### config.mk
export PLATFORM = sky130hd
export DESIGN_NAME = decode_stage
export DESIGN_NICKNAME = d
export VERILOG_FILES = /design/src/rtl/decode_stage.sv
export SDC_FILE = /design/constraint.sdc
export NUM_CORES = 1
export LEC_CHECK = 0
export CAP_MARGIN = 0
export CORE_ASPECT_RATIO = 0.7
export CORE_UTILIZATION = 40
export CTS_CLUSTER_DIAMETER = 120
export DETAILED_ROUTE_END_ITERATION = 10
export MAX_ROUTING_LAYER = met4
export PLACE_DENSITY = 0.91
export SYNTH_ARGS = -nofsm -noshare
export SYNTH_HDL_FRONTEND = slang
export SYNTH_SLANG_ARGS = --single-unit
### constraint.sdc
create_clock -name clk -period 3 [get_ports clk]
set_input_delay 0.6 -clock clk [delete_from_list [all_inputs] [get_ports clk]]
set_output_delay 0.6 -clock clk [all_outputs]
set_load 0.01 [all_outputs]
### src/rtl/decode_stage.sv
`default_nettype none
// ============================================================================
// Module      : decode_stage
// Description : Instruction-decode pipeline stage for the 32-bit CPU. Takes
//               MIPS-format instruction words over a valid/ready handshake,
//               splits them into register-bank read addresses, destination,
//               write enable, extended immediate and control flags, and holds
//               the decoded bundle in a single output pipeline register.
//
//               Optional feature (macro DECODE_SCOREBOARD_EN): a 32-entry busy
//               vector that stalls an instruction whose source register still
//               has a write in flight. Without the macro the stage never
//               stalls and wb_valid/wb_reg are ignored.
//
// Ports       : clk, rst_n            clock, async active-low reset
//               in_valid/in_ready     upstream handshake, in_instr payload
//               out_valid/out_ready   downstream handshake
//               rr1, rr2              rs / rt, drive register bank RR1 / RR2
//               wr_reg, regwrite      destination and its write enable
//               alu_src, mem_read, mem_write, branch, illegal  control flags
//               imm, funct            extended immediate, R-type funct
//               wb_valid, wb_reg      writeback retire (scoreboard clear)
// Revision    : 1.0 - initial release
// ============================================================================
module decode_stage (
    input  logic        clk,
    input  logic        rst_n,
    input  logic        in_valid,
    output logic        in_ready,
    input  logic [31:0] in_instr,
    output logic        out_valid,
    input  logic        out_ready,
    output logic [4:0]  rr1,
    output logic [4:0]  rr2,
    output logic [4:0]  wr_reg,
    output logic        regwrite,
    output logic        alu_src,
    output logic        mem_read,
    output logic        mem_write,
    output logic        branch,
    output logic        illegal,
    output logic [31:0] imm,
    output logic [5:0]  funct,
    input  logic        wb_valid,
    input  logic [4:0]  wb_reg
);

    localparam logic [5:0] c_op_rtype = 6'h00;
    localparam logic [5:0] c_op_beq   = 6'h04;
    localparam logic [5:0] c_op_addi  = 6'h08;
    localparam logic [5:0] c_op_slti  = 6'h0A;
    localparam logic [5:0] c_op_andi  = 6'h0C;
    localparam logic [5:0] c_op_ori   = 6'h0D;
    localparam logic [5:0] c_op_lw    = 6'h23;
    localparam logic [5:0] c_op_sw    = 6'h2B;

    logic [5:0]  w_opcode;
    logic [4:0]  w_rs, w_rt, w_rd;
    logic [31:0] w_sext, w_zext;
    logic [4:0]  w_wr_reg;
    logic        w_regwrite, w_alu_src, w_mem_read, w_mem_write;
    logic        w_branch, w_illegal;
    logic [31:0] w_imm;
    logic [5:0]  w_funct;
    logic        w_hazard;
    logic        w_accept;
    logic        w_unused_shamt;

    assign w_opcode = in_instr[31:26];
    assign w_rs     = in_instr[25:21];
    assign w_rt     = in_instr[20:16];
    assign w_rd     = in_instr[15:11];
    assign w_sext   = {{16{in_instr[15]}}, in_instr[15:0]};
    assign w_zext   = {16'h0000, in_instr[15:0]};
    // Shift amount is carried to the ALU by later stages, not decoded here.
    assign w_unused_shamt = ^in_instr[10:6];

    always_comb begin
        w_wr_reg    = 5'd0;
        w_regwrite  = 1'b0;
        w_alu_src   = 1'b0;
        w_mem_read  = 1'b0;
        w_mem_write = 1'b0;
        w_branch    = 1'b0;
        w_illegal   = 1'b0;
        w_imm       = 32'h0;
        w_funct     = 6'h00;
        case (w_opcode)
            c_op_rtype: begin
                w_wr_reg   = w_rd;
                w_regwrite = 1'b1;
                w_funct    = in_instr[5:0];
            end
            c_op_addi, c_op_slti: begin
                w_wr_reg   = w_rt;
                w_regwrite = 1'b1;
                w_alu_src  = 1'b1;
                w_imm      = w_sext;
            end
            c_op_andi, c_op_ori: begin
                w_wr_reg   = w_rt;
                w_regwrite = 1'b1;
                w_alu_src  = 1'b1;
                w_imm      = w_zext;
            end
            c_op_lw: begin
                w_wr_reg   = w_rt;
                w_regwrite = 1'b1;
                w_alu_src  = 1'b1;
                w_mem_read = 1'b1;
                w_imm      = w_sext;
            end
            c_op_sw: begin
                w_wr_reg    = w_rt;
                w_alu_src   = 1'b1;
                w_mem_write = 1'b1;
                w_imm       = w_sext;
            end
            c_op_beq: begin
                w_wr_reg = w_rt;
                w_branch = 1'b1;
                w_imm    = w_sext;
            end
            default: begin
                w_illegal = 1'b1;
            end
        endcase
        // $0 is hard-wired; never schedule a write to it.
        if (w_wr_reg == 5'd0) begin
            w_regwrite = 1'b0;
        end
    end

    assign in_ready = (!out_valid || out_ready) && !w_hazard;
    assign w_accept = in_valid && in_ready;

`ifdef DECODE_SCOREBOARD_EN
    logic [31:0] r_busy;
    logic [31:0] w_busy_nxt;
    logic        w_use_rt;
    logic        w_rs_hit, w_rt_hit;

    assign w_use_rt = (w_opcode == c_op_rtype) || (w_opcode == c_op_sw) ||
                      (w_opcode == c_op_beq);

    // A writeback retiring the same register this cycle is bypassed, so it
    // does not hold the instruction back.
    assign w_rs_hit = !w_illegal && r_busy[w_rs] &&
                      !(wb_valid && (wb_reg == w_rs));
    assign w_rt_hit = w_use_rt && r_busy[w_rt] &&
                      !(wb_valid && (wb_reg == w_rt));
    assign w_hazard = w_rs_hit || w_rt_hit;

    // Clear first, then set, so a new writer of the retiring register wins.
    always_comb begin
        w_busy_nxt = r_busy;
        if (wb_valid) begin
            w_busy_nxt[wb_reg] = 1'b0;
        end
        if (w_accept && w_regwrite) begin
            w_busy_nxt[w_wr_reg] = 1'b1;
        end
        w_busy_nxt[0] = 1'b0;
    end

    always_ff @(posedge clk or negedge rst_n) begin
        if (!rst_n) begin
            r_busy <= 32'h0;
        end else begin
            r_busy <= w_busy_nxt;
        end
    end
`else
    logic w_unused_wb;

    assign w_hazard    = 1'b0;
    assign w_unused_wb = wb_valid ^ (^wb_reg);
`endif

    always_ff @(posedge clk or negedge rst_n) begin
        if (!rst_n) begin
            out_valid <= 1'b0;
            rr1       <= 5'd0;
            rr2       <= 5'd0;
            wr_reg    <= 5'd0;
            regwrite  <= 1'b0;
            alu_src   <= 1'b0;
            mem_read  <= 1'b0;
            mem_write <= 1'b0;
            branch    <= 1'b0;
            illegal   <= 1'b0;
            imm       <= 32'h0;
            funct     <= 6'h00;
        end else if (w_accept) begin
            out_valid <= 1'b1;
            rr1       <= w_rs;
            rr2       <= w_rt;
            wr_reg    <= w_wr_reg;
            regwrite  <= w_regwrite;
            alu_src   <= w_alu_src;
            mem_read  <= w_mem_read;
            mem_write <= w_mem_write;
            branch    <= w_branch;
            illegal   <= w_illegal;
            imm       <= w_imm;
            funct     <= w_funct;
        end else if (out_ready) begin
            out_valid <= 1'b0;
        end
    end

endmodule
`default_nettype wire

### After elaboration in Yosys (flattened, before gate mapping)

Index checks and enable logic that the tools add are counted.

* eq/ne operators: 7
* muxes and demuxes: 12
* reduce and logical (&&, ||, !) cells: 12

Operator list (number)
* $pmux W32 S2: 1
* $eq A6 B4 Y1 const B: 4
* $eq A6 B6 Y1 const B: 2
* $reduce_or A6 Y1: 2
* $pmux W5 S2: 1
* $mux W1: 9
* $reduce_or A8 Y1: 1
* $reduce_or A7 Y1: 1
* $eq A6 B3 Y1 const B: 1
* $logic_not A6 Y1: 1
* $mux W6: 1
* $logic_not A5 Y1: 1
* $reduce_or A5 Y1: 1
* $reduce_bool A2 Y1: 1
* $reduce_or A2 Y1: 1
* $logic_and A1 B1 Y1: 1
* $logic_not A1 Y1: 1
* $logic_or A1 B1 Y1: 1

* input bits: 42
* register bits after elaboration: 60
* output and inout bits: 61

### Depth between registers and ports, before layout

Gate-level depths: netlist of run 1.

* depth in word-level cells: 5
* depth in mapped cells: 6
* depth with buffers taken out: 5

### Least setup slack after synthesis of run 1

OpenSTA, ideal clock, no wires.

* path type: input to register
* start point: input in_instr[26]
* end point: register funct[4]
* setup time: 0.083 ns
* arrival: 1.666 ns
* stages: 3
* path buffers: 0
* slack: 1.251 ns
* path through: or4_4 -> or3_1 -> o21ai_0

* longest elaborated chain between the ends: 2

Ends and longest elaborated chain
* start, declared: line 30 `input logic [31:0] in_instr,`
* $logic_not A6 Y1: line 88 `case (w_opcode)`
* $mux W6: line 88
* end signal, assigned: line 206 `funct <= w_funct;`
* end, declared: line 43 `output logic [5:0] funct,`

No other way between the ends.
A chain may end at the register's enable or synchronous reset.

### Worst setup path after layout of run 1

* start point: input out_ready
* end point: output in_ready

* longest elaborated chain between the ends: 1

Ends and longest elaborated chain
* start, declared: line 32 `input logic out_ready,`
* $logic_or A1 B1 Y1: line 134 `assign in_ready = (!out_valid || out_ready) && !w_hazard;`
* end, declared: line 29 `output logic in_ready,`

No other way between the ends.

==> results_tabular.tex, run 1 <==
\begin{tabular}{lr}
\hline
Metric & Value \\
\hline
\multicolumn{2}{l}{\textbf{Outcome}} \\
\quad Outcome & completed \\
\multicolumn{2}{l}{\textbf{Final layout}} \\
\quad Number of inserted diodes & 0 \\
\quad Area added between synthesis and finish & 50.3\% \\
\quad Share of final-layout standard cells stronger than drive strength 1 & $\sim$6.3\% \\
\quad Largest register FFs & 17 \\
\quad Top reg by flops & imm \\
\quad Post-route standard cell area excluding fillers & between 0.003 and 0.004 mm² \\
\quad Net count reported at finish & 345 \\
\quad Biggest regs & imm x17, funct x6 \\
\quad Count of fill cells added during filler insertion & 401 \\
\multicolumn{2}{l}{\textbf{Timing}} \\
\quad Max-slew headroom & approximately a third \\
\quad Pins over their slew limit & 0 \\
\quad Tightest Pin Transition & 0.974 ns \\
\quad Final Hold Fails & 0 \\
\quad Final setup viols & 0 \\
\quad Setup repair after global routing missed its margin & false \\
\quad Clock period minus final worst setup slack & around 2.4 ns \\
\quad Peak clock frequency supported by timing & 0.422 GHz \\
\quad Sum of negative setup slack & 0 ns \\
\quad Post-route clock period utilization & 79.1\% \\
\quad Maximum clock skew at final layout & between 0.002 and 0.0025 ns \\
\quad Post-route worst setup slack & 0.628 ns \\
\multicolumn{2}{l}{\textbf{Drt}} \\
\quad DRT Pass-1 Iters & 4 \\
\quad Mean routed wirelength per cell & approximately 14 µm \\
\quad Via count of the routed design & 1829 \\
\quad Violation count after the first detailed-routing iteration & 62 \\
\quad DR vias/cell & 4.90 \\
\quad Post-detailed-route count of antenna-violating nets & 0 \\
\quad Detailed-route DRC error count & 0 \\
\quad Total length of routed wires & 5.25 mm \\
\multicolumn{2}{l}{\textbf{Logic synthesis}} \\
\quad Mean instance size in the synthesized netlist & 9.20 µm² \\
\quad Count of cell types in the netlist & 32 \\
\quad Number of standard cells after synthesis & 223 \\
\quad Net count after synthesis & 265 \\
\quad Number of storage elements in the synthesis netlist & 45 \\
\quad Post-synthesis cell area & between 0.002 and 0.0025 mm² \\
\quad Total number of yosys warnings & 0 \\
\quad Sequential fraction of the synthesis area & 54.9\% \\
\multicolumn{2}{l}{\textbf{Floorplan}} \\
\quad Io pins & around 100 \\
\quad Die span in x & 87.6 µm \\
\quad Area of the die & 0.00542 mm² \\
\quad Std-Cell Rows & 21 \\
\quad Initial Utilization & 42.2\% \\
\quad Placeable Area & roughly 0.0049 mm² \\
\quad DIE HEIGHT & around 62 µm \\
\multicolumn{2}{l}{\textbf{Power and ir drop}} \\
\quad Overall power of the completed layout & 1500 µW \\
\quad Leak Pwr & 0.00136 µW \\
\quad Peak ir drop on the vdd network & 295 µV \\
\quad Pwr/cell area & 487 mW/mm² \\
\multicolumn{2}{l}{\textbf{Placement}} \\
\quad Cell Area, Placed & 0.00295 mm² \\
\quad Routability-driven placement congestion ratio & 0.806 \\
\quad Post-DP HPWL & 3.80 mm \\
\quad Post-Place Setup Slack & 0.363 ns \\
\quad Port Buf Inserts & 96 \\
\multicolumn{2}{l}{\textbf{Clock network}} \\
\quad TritonCTS clock tree & built \\
\quad Buffers inserted during post-CTS setup optimization & 0 \\
\quad Number of clock buffers inserted by TritonCTS & 5 \\
\quad Maximum root-to-sink buffer count & 2 \\
\quad Count of cells resized by post-cts repair & 0 \\
\quad H-tree depth & 2 \\
\quad CTS clock-pin slew for the worst setup and hold paths & about 0.080 ns \\
\quad TritonCTS Sinks & 45 \\
\quad Number of hold-repair buffers added at the cts stage & 0 \\
\quad Clock insertion delay at the later pin of the skew report & around 0.3 ns \\
\quad Root cell of the clock tree & sky130\_fd\_sc\_hd\_\_clkbuf\_8 \\
\multicolumn{2}{l}{\textbf{GRT}} \\
\quad Wire length of the first global-routing pass & 8.08 mm \\
\quad Via count of the first global-routing pass & 1655 \\
\quad Overall global routing resource usage & 20.8\% \\
\quad Number of antenna violations at the first check in global routing & 0 \\
\quad Overflow after GRT & 0 \\
\quad Largest net degree at the start of global routing & 46 \\
\multicolumn{2}{l}{\textbf{Critical path}} \\
\quad Worst flop-to-flop path startpoint & out\_valid \\
\quad Register-to-register setup slack & 1.29 ns \\
\quad Crit path DAT & 1.77 ns \\
\quad Max Fanout on Critical Path & 4 \\
\quad Startpoint kind of the worst setup timing path & primary input \\
\quad Category of the most critical setup path & in -> out \\
\quad Terminus of the critical flop-to-flop path & wr\_reg[0] \\
\quad Cells on worst reg2reg path & 5 \\
\quad Data required time of the worst path & $\sim$2.4 ns \\
\quad Nature of the critical path endpoint & primary output \\
\multicolumn{2}{l}{\textbf{Min path}} \\
\quad Class of the tightest hold or removal check & in -> async \\
\multicolumn{2}{l}{\textbf{Job}} \\
\quad MaxCap Viol Count & 0 \\
\hline
\end{tabular}
cell type report:
cell class | count | area, µm² | share of cell area [%]
Tap cell | 69 | 86.3 | 2.80
Inverter | 4 | 15.0 | 0.487
Clock inverter | 3 | 65.1 | 2.11
Clock buffer | 5 | 68.8 | 2.23
Timing Repair Buffer | 99 | 978 | 31.7
Sequential cell | 45 | 1130 | 36.5
Multi-Input combinational cell | 148 | 743 | 24.1
per-stage QoR:
step | std cells | hold WS [ns] | utilization, %
5_1_grt | 373 | 0.502 | 63.4
2_1_floorplan | 223 | 0.304 | -
3_5_place_dp | 365 | 0.457 | 60.7
6_report | 373 | 0.454 | 63.4
4_1_cts | 373 | 0.475 | 63.4
3_3_place_gp | 365 | 0.452 | 60.7
Yosys cell counts:
| master | count | area, µm² |
|---|---|---|
| sky130_fd_sc_hd__nand2_1 | 76 | 285 |
| sky130_fd_sc_hd__or4_4 | 1 | 11.3 |
| sky130_fd_sc_hd__a21oi_1 | 3 | 15.0 |
| sky130_fd_sc_hd__or2_1 | 1 | 6.26 |
| sky130_fd_sc_hd__mux2i_1 | 1 | 10.0 |
| sky130_fd_sc_hd__buf_1 | 3 | 11.3 |
| sky130_fd_sc_hd__nor3_4 | 1 | 16.3 |
| sky130_fd_sc_hd__o31ai_4 | 1 | 21.3 |
| sky130_fd_sc_hd__and2_1 | 1 | 6.26 |
| sky130_fd_sc_hd__nand2b_2 | 1 | 8.76 |
| sky130_fd_sc_hd__o21ai_1 | 6 | 30.0 |
| sky130_fd_sc_hd__o41ai_1 | 1 | 8.76 |
| sky130_fd_sc_hd__a22o_1 | 1 | 8.76 |
| sky130_fd_sc_hd__nor2_1 | 13 | 48.8 |
| sky130_fd_sc_hd__a221oi_1 | 5 | 43.8 |
| sky130_fd_sc_hd__inv_1 | 4 | 15.0 |
| sky130_fd_sc_hd__o31ai_1 | 4 | 30.0 |
| sky130_fd_sc_hd__buf_6 | 2 | 22.5 |
| sky130_fd_sc_hd__nand3_1 | 9 | 45.0 |
| sky130_fd_sc_hd__nor3_1 | 2 | 10.0 |
| sky130_fd_sc_hd__o31a_2 | 1 | 10.0 |
| sky130_fd_sc_hd__o31ai_2 | 1 | 12.5 |
| sky130_fd_sc_hd__nand2b_1 | 2 | 12.5 |
| sky130_fd_sc_hd__o21ai_0 | 9 | 45.0 |
| sky130_fd_sc_hd__buf_4 | 15 | 113 |
| sky130_fd_sc_hd__clkbuf_1 | 6 | 22.5 |
| sky130_fd_sc_hd__or3_1 | 2 | 12.5 |
| sky130_fd_sc_hd__or4_1 | 2 | 15.0 |
| sky130_fd_sc_hd__a31oi_1 | 1 | 6.26 |
| sky130_fd_sc_hd__a211oi_1 | 2 | 15.0 |
| sky130_fd_sc_hd__dfrtp_1 | 45 | 1130 |
| sky130_fd_sc_hd__and3_1 | 1 | 6.26 |
worst max-delay path, stage by stage:
cell,delay [ns]
sky130_fd_sc_hd__clkdlybuf4s50_1,0.44
sky130_fd_sc_hd__nand2b_1,0.17
sky130_fd_sc_hd__clkdlybuf4s50_1,0.56
worst max-delay path by stage:
stage | start | endpoint | slack [ns] | depth (start not counted)
after detailed placement | in_instr[31] | wr_reg[0] | 0.36 | 6
after floorplan | in_instr[26] | funct[4] | 1.25 | 3
after CTS | out_ready | in_ready | 0.63 | 3
after global routing | in_instr[31] | wr_reg[1] | 0.52 | 6
final | out_ready | in_ready | 0.63 | 3
after global placement | in_instr[31] | wr_reg[4] | 0.47 | 6
power by group:
part	internal, µW	leakage [µW]	switching, µW
sequential	648	0.000592	25.3
clock	331	0.0000681	206
combinational	155	0.000698	136
per-layer routing:
layer / track usage (%) / wire length, µm / vias to the layer above
met5: - / 0 / -
met4: 7.26 / 51 / 0
met3: 4.76 / 412 / 7
met2: 33.7 / 2470 / 81
met1: 26.1 / 2320 / 851
li1: - / - / 890
cells in the final DEF, fill, tap and decap left out, drive strengths merged, types with 2 or more instances in the layout:
cell type	n
a21oi	3
inv	4
o21ai	15
bufinv	2
or4	3
dfrtp	45
clkbuf	5
nand2b	3
buf	4
nor2	13
clkdlybuf4s50	95
nand3	9
o31ai	6
a211oi	2
or3	2
a221oi	5
nand2	76
nor3	3
logic make-up after synthesis:
group,count (synthesis),share of synthesized area (%)
multiplexers,1,0.488
AND/OR/NAND/NOR,112,23.6
flip-flops,45,54.9
buffers and inverters,30,8.97
AO/OA/AOI/OAI,35,12.0
Power figures use the tool's default switching activity.
==> inputs of run 2 (changes only) <==
Clock period 3 ns to 2.34 ns, I/O delays scaled along.
==> run 2 against run 1 <==
Largest power group unchanged. Wire length is 1.7% higher. Critical path depth stayed put. Clock-buffer cell count stayed put. Critical path type unchanged. Clock skew is 0.0041 ns higher. Setup slack worse by 0.40 ns. Final cell count is 2.7% higher.
==> results_tabular.tex, run 2 (synthesis gave the netlist of run 1 again) <==
\begin{tabular}{lr}
\hline
Metric & Value \\
\hline
\multicolumn{2}{l}{\textbf{Floorplan}} \\
\quad Io pins & slightly above 100 \\
\quad Placeable Area & 0.00486 mm² \\
\quad Die span in x & between 80 and 90 µm \\
\quad DIE HEIGHT & 61.9 µm \\
\quad Area of the die & 0.00542 mm² \\
\quad Initial Utilization & 42.2\% \\
\quad Std-Cell Rows & 21 \\
\multicolumn{2}{l}{\textbf{Power and ir drop}} \\
\quad Logic gate share of total power & 19.9\% \\
\quad Peak ir drop on the vdd network & 352 µV \\
\quad Switching power & 474 µW \\
\quad Leak Pwr & 0.00141 µW \\
\quad Power share of the sequential group & 44.6\% \\
\quad Clock share of power & 35.5\% \\
\quad Overall power of the completed layout & 1940 µW \\
\quad Share of total power consumed by net switching & 24.5\% \\
\quad Power Internal & $\sim$1500 µW \\
\quad Pwr/cell area & 614 mW/mm² \\
\multicolumn{2}{l}{\textbf{Clock network}} \\
\quad TritonCTS Sinks & 45 \\
\quad TritonCTS clock tree & built \\
\quad CTS clock-pin slew for the worst setup and hold paths & 0.08 ns \\
\quad Number of clock buffers inserted by TritonCTS & 5 \\
\quad Clock insertion delay at the later pin of the skew report & 0.29 ns \\
\quad Number of hold-repair buffers added at the cts stage & 0 \\
\quad H-tree depth & 2 \\
\quad Buffers inserted during post-CTS setup optimization & 0 \\
\quad Root cell of the clock tree & sky130\_fd\_sc\_hd\_\_clkbuf\_8 \\
\quad Count of cells resized by post-cts repair & 0 \\
\quad Maximum root-to-sink buffer count & 2 \\
\multicolumn{2}{l}{\textbf{Timing}} \\
\quad Max-slew headroom & 68.4\% \\
\quad Tightest Pin Transition & 0.472 ns \\
\quad Final setup viols & 0 \\
\quad Post-route clock period utilization & 90.4\% \\
\quad Pins over their slew limit & 0 \\
\quad Setup repair after global routing missed its margin & false \\
\quad Worst hold margin & 0.0656 ns \\
\quad Maximum clock skew at final layout & 0.00644 ns \\
\quad Peak clock frequency supported by timing & 0.473 GHz \\
\quad Clock period minus final worst setup slack & 2.12 ns \\
\quad Final Hold Fails & 0 \\
\quad Sum of negative setup slack & 0 ns \\
\multicolumn{2}{l}{\textbf{Critical path}} \\
\quad Sequence of cells on the critical path & clkdlybuf4s50\_1 -> nand2b\_1 -> clkdlybuf4s50\_1 \\
\quad Max Fanout on Critical Path & 4 \\
\quad Most Frequent Cell on Critical Path & sky130\_fd\_sc\_hd\_\_clkdlybuf4s50\_1 \\
\quad Largest stage delay on the critical path & $\sim$0.56 ns \\
\quad Crit path DAT & 1.65 ns \\
\quad Nature of the critical path endpoint & primary output \\
\quad Category of the most critical setup path & in -> out \\
\quad Startpoint kind of the worst setup timing path & primary input \\
\quad Data required time of the worst path & roughly 1.9 ns \\
\quad Crit-path slowest cell & sky130\_fd\_sc\_hd\_\_clkdlybuf4s50\_1 \\
\quad Register-to-register setup slack & 0.86 ns \\
\multicolumn{2}{l}{\textbf{GRT}} \\
\quad Wire length of the first global-routing pass & 8.42 mm \\
\quad Via count of the first global-routing pass & 1730 \\
\quad Overflow after GRT & 0 \\
\quad Overall global routing resource usage & 21.5\% \\
\quad Number of antenna violations at the first check in global routing & 0 \\
\quad Largest net degree at the start of global routing & 26 \\
\multicolumn{2}{l}{\textbf{Drt}} \\
\quad Via count of the routed design & 1857 \\
\quad Post-detailed-route count of antenna-violating nets & 0 \\
\quad Violation count after the first detailed-routing iteration & 81 \\
\quad Mean routed wirelength per cell & 14.0 µm \\
\quad Detailed-route DRC error count & 0 \\
\quad DR vias/cell & 4.85 \\
\quad DRT Pass-1 Iters & 4 \\
\quad Total length of routed wires & 5.35 mm \\
\multicolumn{2}{l}{\textbf{Placement}} \\
\quad Cell Area, Placed & 0.00302 mm² \\
\quad Routability-driven placement congestion ratio & 0.825 \\
\quad Post-DP HPWL & between 4 and 5 mm \\
\quad Port Buf Inserts & 96 \\
\multicolumn{2}{l}{\textbf{Final layout}} \\
\quad Commonest cells after routing, fill and taps aside & 95 x sky130\_fd\_sc\_hd\_\_clkdlybuf4s50\_1, 75 x sky130\_fd\_sc\_hd\_\_nand2\_1, 45 x sky130\_fd\_sc\_hd\_\_dfrtp\_1 \\
\quad Net count reported at finish & 355 \\
\quad Most common cell after layout, fill and taps aside & sky130\_fd\_sc\_hd\_\_clkdlybuf4s50\_1 \\
\quad Top reg by flops & imm \\
\quad Largest register FFs & 17 \\
\quad Share of final-layout standard cells stronger than drive strength 1 & 9.24\% \\
\quad Count of fill cells added during filler insertion & 411 \\
\quad Utilization of the core after routing & between 60\% and 70\% \\
\quad Area added between synthesis and finish & 54.0\% \\
\quad Post-route standard cell area excluding fillers & 0.00316 mm² \\
\quad Number of inserted diodes & 0 \\
\quad Biggest regs & imm x17, funct x6 \\
\multicolumn{2}{l}{\textbf{Job}} \\
\quad MaxCap Viol Count & 0 \\
\multicolumn{2}{l}{\textbf{Outcome}} \\
\quad Outcome & completed \\
\multicolumn{2}{l}{\textbf{Min path}} \\
\quad Class of the tightest hold or removal check & in -> async \\
\hline
\end{tabular}
-- run 2: cell count changes in the layout (fill, tap and decap cells not counted) --
cell and delta:
sky130_fd_sc_hd__buf_4 +10
-- run 2: final cells by class --
cell class / count / area (µm²) / area share (%)
clock buffer: 5 / 68.8 / 2.18
clock inverter: 3 / 65.1 / 2.06
inverter: 4 / 15.0 / 0.475
multi-input combinational: 148 / 743 / 23.5
sequential: 45 / 1130 / 35.7
tap: 69 / 86.3 / 2.73
timing repair buffer: 109 / 1050 / 33.4
-- run 2: power groups by stage --
stage                     Combinational, µW  Sequential [µW]  Clock [µW]
final                                   386              864         688
after global routing                    421              872         740
after floorplan                         121              901           0
after detailed placement                389              878           0
after CTS                               390              865         699
after global placement                  381              877           0
-- run 2: path summary, 6_finish.rpt --
kind                            from       end  cells past startpoint
max                        out_ready  in_ready                      3
min                            rst_n  funct[1]                      1
max reg2reg                out_valid    branch                      4
min reg2reg                  imm[13]   imm[13]                      2
max in group asynchronous      rst_n   imm[10]                      2
min in group clk             imm[13]   imm[13]                      2
-- run 2: layer usage --
metal	track usage, %	up-vias	wire (µm)
met5	-	-	0
li1	-	907	-
met2	32.1	80	2440
met4	5.39	0	10
met1	30.2	868	2530
met3	4.49	2	364
-- run 2: worst max-delay path, delay by kind of cell --
| family | cells | cell delay [ns] |
|---|---|---|
| simple gates | 1 | 0.17 |
| buf+inv | 2 | 1.00 |
-- run 2: stage by stage --
stage | worst slack, ns | std cells
global route | 0.190 | 383
finish | 0.224 | 383
floorplan | 0.723 | 223
detailed placement | 0.000694 | 375
CTS | 0.208 | 383
global placement | 0.0664 | 375
